### config.mk
export PLATFORM = sky130hd
export DESIGN_NAME = aes_stream_packer
export DESIGN_NICKNAME = d
export VERILOG_FILES = /design/src/rtl/aes_stream_packer.sv
export SDC_FILE = /design/constraint.sdc
export NUM_CORES = 1
export LEC_CHECK = 0
export BUFFER_PORTS_ARGS = -buffer_cell sky130_fd_sc_hd__buf_2
export CAP_MARGIN = 10
export CELL_PAD_IN_SITES_DETAIL_PLACEMENT = 0
export CELL_PAD_IN_SITES_GLOBAL_PLACEMENT = 1
export CORE_MARGIN = 8
export CORE_UTILIZATION = 35
export CTS_CLUSTER_DIAMETER = 40
export DETAILED_ROUTE_END_ITERATION = 8
export GPL_TIMING_DRIVEN = 1
export HOLD_SLACK_MARGIN = 0.03
export PLACE_DENSITY_LB_ADDON = 0.08
export SETUP_SLACK_MARGIN = 0.1
export SLEW_MARGIN = 20
export SYNTH_ARGS = -nofsm -noshare
export SYNTH_HDL_FRONTEND = slang
export SYNTH_SLANG_ARGS = --single-unit
### constraint.sdc
create_clock -name clk -period 9.4 [get_ports clk]
set_input_delay 0.94 -clock clk [delete_from_list [all_inputs] [get_ports clk]]
set_output_delay 0.94 -clock clk [all_outputs]
set_load 0.01 [all_outputs]
### src/rtl/aes_stream_packer.sv
// ---------------------------------------------------------------------------
// aes_stream_packer
//
// Front/back end between the HWPE streamer and the AES round core. Gathers
// four WORD_W plaintext words into one BLOCK_W block, hands it to the round
// core, waits for the ciphertext block and drains it back out as four words.
// Blocks are processed strictly one at a time.
//
// Ports
//   clk, reset            clock, asynchronous active-high reset
//   clear, enable, start  engine control (soft clear, freeze, job start)
//   nblocks_i             number of blocks in the job, latched on start
//   in_*                  plaintext word stream (valid/ready sink side)
//   blk_*                 packed block to the round core (valid/ready source)
//   res_*                 ciphertext block from the round core (valid/ready sink)
//   out_*                 ciphertext word stream (valid/ready source side)
//   busy_o, done_o        status: not idle / one-cycle job-complete pulse
//   blk_cnt_o             blocks completed in the current job
//
// BLOCK_W must equal 4*WORD_W; the word index is a fixed 2-bit counter.
// Word 0 of a block lives in the most significant slot on both sides.
// ---------------------------------------------------------------------------
module aes_stream_packer #(
    parameter int WORD_W  = 32,
    parameter int BLOCK_W = 128,
    parameter int CNT_W   = 16
) (
    input  logic               clk,
    input  logic               reset,
    input  logic               clear,
    input  logic               enable,
    input  logic               start,
    input  logic [CNT_W-1:0]   nblocks_i,
    input  logic [WORD_W-1:0]  in_data_i,
    input  logic               in_valid_i,
    output logic               in_ready_o,
    output logic [BLOCK_W-1:0] blk_data_o,
    output logic               blk_valid_o,
    input  logic               blk_ready_i,
    input  logic [BLOCK_W-1:0] res_data_i,
    input  logic               res_valid_i,
    output logic               res_ready_o,
    output logic [WORD_W-1:0]  out_data_o,
    output logic               out_valid_o,
    input  logic               out_ready_i,
    output logic               busy_o,
    output logic               done_o,
    output logic [CNT_W-1:0]   blk_cnt_o
);

    typedef enum logic [2:0] {
        S_IDLE,
        S_FILL,
        S_ISSUE,
        S_WAIT,
        S_DRAIN,
        S_DONE
    } state_e;

    state_e             state_q, state_d;
    logic [1:0]         idx_q, idx_d;
    logic [CNT_W-1:0]   blk_cnt_q, blk_cnt_d;
    logic [CNT_W-1:0]   nblocks_q, nblocks_d;
    logic [BLOCK_W-1:0] in_buf_q, in_buf_d;
    logic [BLOCK_W-1:0] out_buf_q, out_buf_d;
    logic [CNT_W-1:0]   cnt_inc;

    // Status and handshake outputs decode straight from the state register.
    // The ready outputs and done are gated by enable so a frozen engine
    // neither accepts data nor reports completion; the valid outputs are not
    // gated, so an offered block/word stays offered across a freeze.
    assign busy_o      = (state_q != S_IDLE);
    assign done_o      = (state_q == S_DONE)  && enable;
    assign in_ready_o  = (state_q == S_FILL)  && enable;
    assign res_ready_o = (state_q == S_WAIT)  && enable;
    assign blk_valid_o = (state_q == S_ISSUE);
    assign out_valid_o = (state_q == S_DRAIN);
    assign blk_data_o  = in_buf_q;
    assign blk_cnt_o   = blk_cnt_q;
    assign cnt_inc     = blk_cnt_q + CNT_W'(1);

    // Drain mux: word index 0 selects the most significant slot.
    always_comb begin
        out_data_o = '0;
        for (int i = 0; i < 4; i++) begin
            if (idx_q == 2'(i)) begin
                out_data_o = out_buf_q[BLOCK_W - WORD_W*(i+1) +: WORD_W];
            end
        end
    end

    always_comb begin
        // NOTE: every _d defaults to its _q first, so paths that do not
        // assign a signal hold it instead of inferring a latch.
        state_d   = state_q;
        idx_d     = idx_q;
        blk_cnt_d = blk_cnt_q;
        nblocks_d = nblocks_q;
        in_buf_d  = in_buf_q;
        out_buf_d = out_buf_q;

        if (clear) begin
            state_d   = S_IDLE;
            idx_d     = '0;
            blk_cnt_d = '0;
            nblocks_d = '0;
            in_buf_d  = '0;
            out_buf_d = '0;
        end else if (enable) begin
            unique case (state_q)
                S_IDLE: begin
                    if (start) begin
                        nblocks_d = nblocks_i;
                        blk_cnt_d = '0;
                        idx_d     = '0;
                        state_d   = (nblocks_i == '0) ? S_DONE : S_FILL;
                    end
                end
                S_FILL: begin
                    if (in_valid_i) begin
                        for (int i = 0; i < 4; i++) begin
                            if (idx_q == 2'(i)) begin
                                in_buf_d[BLOCK_W - WORD_W*(i+1) +: WORD_W] = in_data_i;
                            end
                        end
                        idx_d = idx_q + 2'd1;
                        if (idx_q == 2'd3) state_d = S_ISSUE;
                    end
                end
                S_ISSUE: begin
                    if (blk_ready_i) state_d = S_WAIT;
                end
                S_WAIT: begin
                    if (res_valid_i) begin
                        out_buf_d = res_data_i;
                        state_d   = S_DRAIN;
                    end
                end
                S_DRAIN: begin
                    if (out_ready_i) begin
                        idx_d = idx_q + 2'd1;
                        if (idx_q == 2'd3) begin
                            blk_cnt_d = cnt_inc;
                            state_d   = (cnt_inc == nblocks_q) ? S_DONE : S_FILL;
                        end
                    end
                end
                S_DONE: begin
                    state_d = S_IDLE;
                end
                default: begin
                    state_d = S_IDLE;
                end
            endcase
        end
    end

    // NOTE: the block buffers are ordinary registers, not RAM, so they take
    // the asynchronous reset and come up as all-zero along with the FSM.
    always_ff @(posedge clk or posedge reset) begin
        if (reset) begin
            state_q   <= S_IDLE;
            idx_q     <= '0;
            blk_cnt_q <= '0;
            nblocks_q <= '0;
            in_buf_q  <= '0;
            out_buf_q <= '0;
        end else begin
            // NOTE: non-blocking assignments so every flop samples the
            // pre-edge values regardless of statement order.
            state_q   <= state_d;
            idx_q     <= idx_d;
            blk_cnt_q <= blk_cnt_d;
            nblocks_q <= nblocks_d;
            in_buf_q  <= in_buf_d;
            out_buf_q <= out_buf_d;
        end
    end

endmodule

; ---- Word level (Yosys, flattened, before mapping)
; Index checks and enable logic that the tools add are counted.
[op_classes]
addsub = 2
n_eq_ne = 16
reduce_logical = 29
muxes = 44
[op_table]
columns = op, n
row1 = 128-bit 2-to-1 mux, 8
row2 = 32-bit 2-to-1 mux, 8
row3 = 16-bit 2-to-1 mux, 9
row4 = 3-bit 2-to-1 mux, 11
row5 = 16-bit one-hot mux with 2 select lines, 1
row6 = 2-bit nonzero test, 11
row7 = 16-bit by 1-bit adder with 16-bit output (second input constant), 1
row8 = 16-bit == test, 1
row9 = 16-bit logical NOT, 1
row10 = 4-bit AND reduction, 4
row11 = 3-bit one-hot mux with 5 select lines, 1
row12 = 3-bit by 2-bit inequality test with 1-bit output (second input constant), 4
row13 = 2-bit 2-to-1 mux, 5
row14 = 5-bit AND reduction, 2
row15 = 3-bit inequality test (second input constant), 3
row16 = 8-bit AND reduction, 1
row17 = 3-bit by 2-bit == test with 1-bit output (second input constant), 2
row18 = 3-bit == test (second input constant), 2
row19 = 2-bit one-hot mux with 3 select lines, 1
row20 = 3-bit AND reduction, 2
row21 = 3-bit nonzero test, 2
row22 = 2-bit == test (second input constant), 2
row23 = 4-bit nonzero test, 1
row24 = 3-bit by 1-bit == test with 1-bit output (second input constant), 1
row25 = other kinds (5), 7
[word_totals]
regBits = 293
word_cells = 100

; ---- Longest topological paths before layout
[depth]
ltp_word = 8
mapped_depth = 10
ltp_nobuf = 8

; ---- Worst setup path after synthesis
; Ideal clock, no wire load.
[synth_timing]
path_type = flip-flop to output port
from = register idx_q[0]
to = output out_data_o[20]
path_stages_with_launch = 11
arrival_ns = 1.702
required_time_ns = 8.460
setup_slack_ns = 6.758
cell_sequence = dfrtp_1 > inv_1 > ha_1 > clkbuf_1 > clkbuf_1 > nand2_1 > nor2_1 > a21oi_1 > nor2_1 > a21oi_1 > o21ai_0
[synth_between]
elab_chain_len = 5
[synth_lines]
columns = item, line
row1 = from (decl), 61  ; logic [1:0] idx_q, idx_d;
row2 = from (signal assigned), 172  ; idx_q <= idx_d;
row3 = 2-bit logical NOT, 86  ; if (idx_q == 2'(i)) begin
row4 = 32-bit 2-to-1 mux (3 in series), 86
row5 = 32-bit 2-to-1 mux (*), 86
row6 = to (decl), 43  ; output logic [WORD_W-1:0] out_data_o,
; Mark *: on every way between the ends. The rest lies on a longest branch, timed or not.

; ---- Final worst setup path
[layout_timing]
from = register idx_q[1]
to = output out_data_o[11]
; The elaborated chain is that of the path after synthesis.

==> out/summary.txt <==
status -> complete, no violations
drt first pass iters -> 5
leading cell type in the layout, fill and taps excluded -> nand2_1
final hold violations -> 0
Multi-input gate area -> 5370 sq um
Seq cells post-synth -> 293
critical path class -> register to output pin
initial antenna violation count -> 11
RSZ-0062 raised after global routing -> false
Distinct cells, synth -> 42
CTS tree -> yes
Ys Warns -> 0
Die Span X -> 210 um
Detail Placement HPWL -> 31300 um
Seq/Total Area, Yosys -> 55.9%
Max Freq -> 261 MHz
H-tree Lvls -> 2
leakage -> 8.11 nW
worst rel slew slack -> 25.6%
min-delay worst type -> register to register
max incr delay on CP -> 0.52 ns
Util after Layout -> 45.8%
FF+latch area -> 7330 sq um
final setup TNS -> 0 ns
largest net degree at the start of global routing -> 176
chip height -> 210 um
row count -> 71
Power Density -> 227 nW/um^2
Reg clk slew, reported paths -> 0.06 ns
port buffer count -> 366
overall die area -> 44000 sq um
Worst-Margin Slew -> 1.12 ns
vias in the first global route -> 12100
post-DR wirelength/cell -> 19.4 um
syn nets -> 1731
CP Capture Type -> output pin
Remaining DRCs -> 0
clk_skew -> 0.0189 ns
max cap viols -> 0
asr flop ratio synth -> 100%
fin crit share -> 40.7%
fin nets -> 2046
postcts setup bufs -> 0
Inserted Clock Buffers -> 48
cts repair resizes -> 0
worst vdd ir -> 0.107 mV
Post-Syn Instances -> 1541
Worst Path Max Fanout -> 50
Layout area overhead -> 30.1%
Mapped Avg Cell Area -> 8.52 sq um
hold_buf cts -> 0
Required @ worst endpoint -> 8.46 ns
fin. max-slew vios -> 0
crit path launch type -> register
Detail Route Antenna Nets -> 0
final worst path period need -> 3.83 ns
Worst path slowest cell -> buf_4
clock sinks -> 293
critical-path cell list -> inv_1, ha_2, buf_4, nor2_1, a21oi_1, nor2_1, a21oi_1, o21ai_0, buf_2
clk root buf -> clkbuf_16
wirelength, routed -> 46000 um
share of cells above drive strength 1 -> 25.5%
Setup-failing EPs final -> 0
Core Region -> 37300 sq um
vias per cell -> 4.95
Initial DRC Count -> 743
starting density of the core -> 35.2%
Post-synth EDFFs -> 0
fill count -> 3815
Placer Congestion -> 0.804
most frequent cells in the layout -> 499 x nand2_1, 365 x buf_2, 293 x dfrtp_1
GRT Residual Overflow -> 0
mapped cell area -> 13100 sq um
clock buffer depth -> 3
gr usage total -> 20.6%
DR vias -> 11700
crit path DAT -> 2.89 ns
io pins -> 367
Synth Flop Type -> dfrtp_1
global-route wire length before repair -> 72000 um
Skew-Pair Late Insertion Delay -> 0.58 ns
[final timing paths]
check / to / slack (ns) / from / cells past startpoint
setup reg to reg: out_buf_q[53] / 6.25 / state_q[0] / 6
setup / recovery: out_data_o[11] / 5.57 / idx_q[1] / 9
max in group asynchronous: out_buf_q[7] / 7.27 / reset / 3
hold reg to reg: blk_data_o[61] / 0.47 / blk_data_o[61] / 2
hold / removal: blk_data_o[61] / 0.47 / blk_data_o[61] / 2
min in group asynchronous: out_buf_q[14] / 0.51 / reset / 2
[cell usage after synthesis (2+ instances only)]
cell,instances,area (sq um)
o21ai_0,189,946
xnor2_1,15,131
buf_4,2,15.0
o31ai_1,9,67.6
nand3_1,7,35.0
clkbuf_1,83,312
mux2i_1,5,50.1
a21oi_2,4,35.0
buf_2,20,100
nor3_1,4,20.0
nor4_1,6,37.5
a32o_1,2,20.0
dfrtp_1,293,7330
and3_1,6,37.5
a31oi_1,4,25.0
and4_1,3,26.3
nand2_1,500,1880
a2bb2oi_1,2,17.5
inv_1,5,18.8
nand4_1,4,25.0
a22o_1,2,17.5
nor3b_1,6,45.0
nand2b_1,38,238
buf_1,9,33.8
ha_1,5,62.6
nor2_1,79,297
and2_1,3,18.8
xor2_1,9,78.8
a21oi_1,214,1070
[worst max-delay path: cells and delay by family, from the launching register on]
family	cells	cell delay [ns]
adders and majority gates	1	0.40
DFF	1	0.42
and+or+nand+nor	2	0.20
buffers and inverters	3	0.79
AOI/OAI and AO/OA	3	0.49
[kinds of logic (layout without fill, tap and decap cells)]
| group | count (synthesis) | after routing | share of synthesized area (%) |
|---|---|---|---|
| flip-flops | 293 | 293 | 55.9 |
| adder cells (fa/ha/maj) | 5 | 5 | 0.477 |
| XOR/XNOR | 24 | 24 | 1.60 |
| multiplexers | 5 | 5 | 0.381 |
| other | 0 | 3 | 0 |
| buffers and inverters | 119 | 473 | 3.65 |
| AND/OR/NAND/NOR | 661 | 661 | 20.7 |
| AO/OA/AOI/OAI | 434 | 434 | 17.4 |
[power breakdown]
| part | total [mW] | leakage (nW) | switching [mW] | internal (mW) |
|---|---|---|---|---|
| sequential | 1.41 | 3.96 | 0.0645 | 1.34 |
| combinational | 0.499 | 3.28 | 0.339 | 0.160 |
| clock | 1.97 | 0.875 | 0.669 | 1.30 |
| total | 3.87 | 8.11 | 1.07 | 2.80 |
[cell type report]
class | instances | share of cell area (%)
diodes | 3 | 0.0440
repair buffers | 379 | 11.4
inverters | 5 | 0.154
multi-input cells | 1129 | 31.4
clock inverters | 33 | 3.03
well taps | 474 | 3.47
flip-flops and latches | 293 | 42.9
clock buffers | 56 | 7.56
[registers in the layout (all words and copies together) (netlist names)]
signal,cells
blk_cnt_o,16
idx_q,2
nblocks_q,16
blk_data_o,128
state_q,3
out_buf_q,128
[through the flow]
stage	std cells	area (sq um)	hold WS [ns]	total power [mW]	setup WS, ns
global placement	2280	15300	0.458	1.93	5.90
global route	2370	17100	0.494	4.04	5.26
detailed placement	2280	15300	0.464	1.94	5.86
CTS	2369	17100	0.476	3.92	5.54
floorplan	1541	13100	0.500	1.71	0.369
finish	2372	17100	0.471	3.87	5.57
[per-layer routing]
metal | GRT usage [%] | part of all wire [%]
met4 | 5.49 | 2.0
met5 | 0 | 0.11
met2 | 32.6 | 46
met3 | 6.29 | 6.7
met1 | 27.1 | 45
Power figures use the tool's default switching activity.
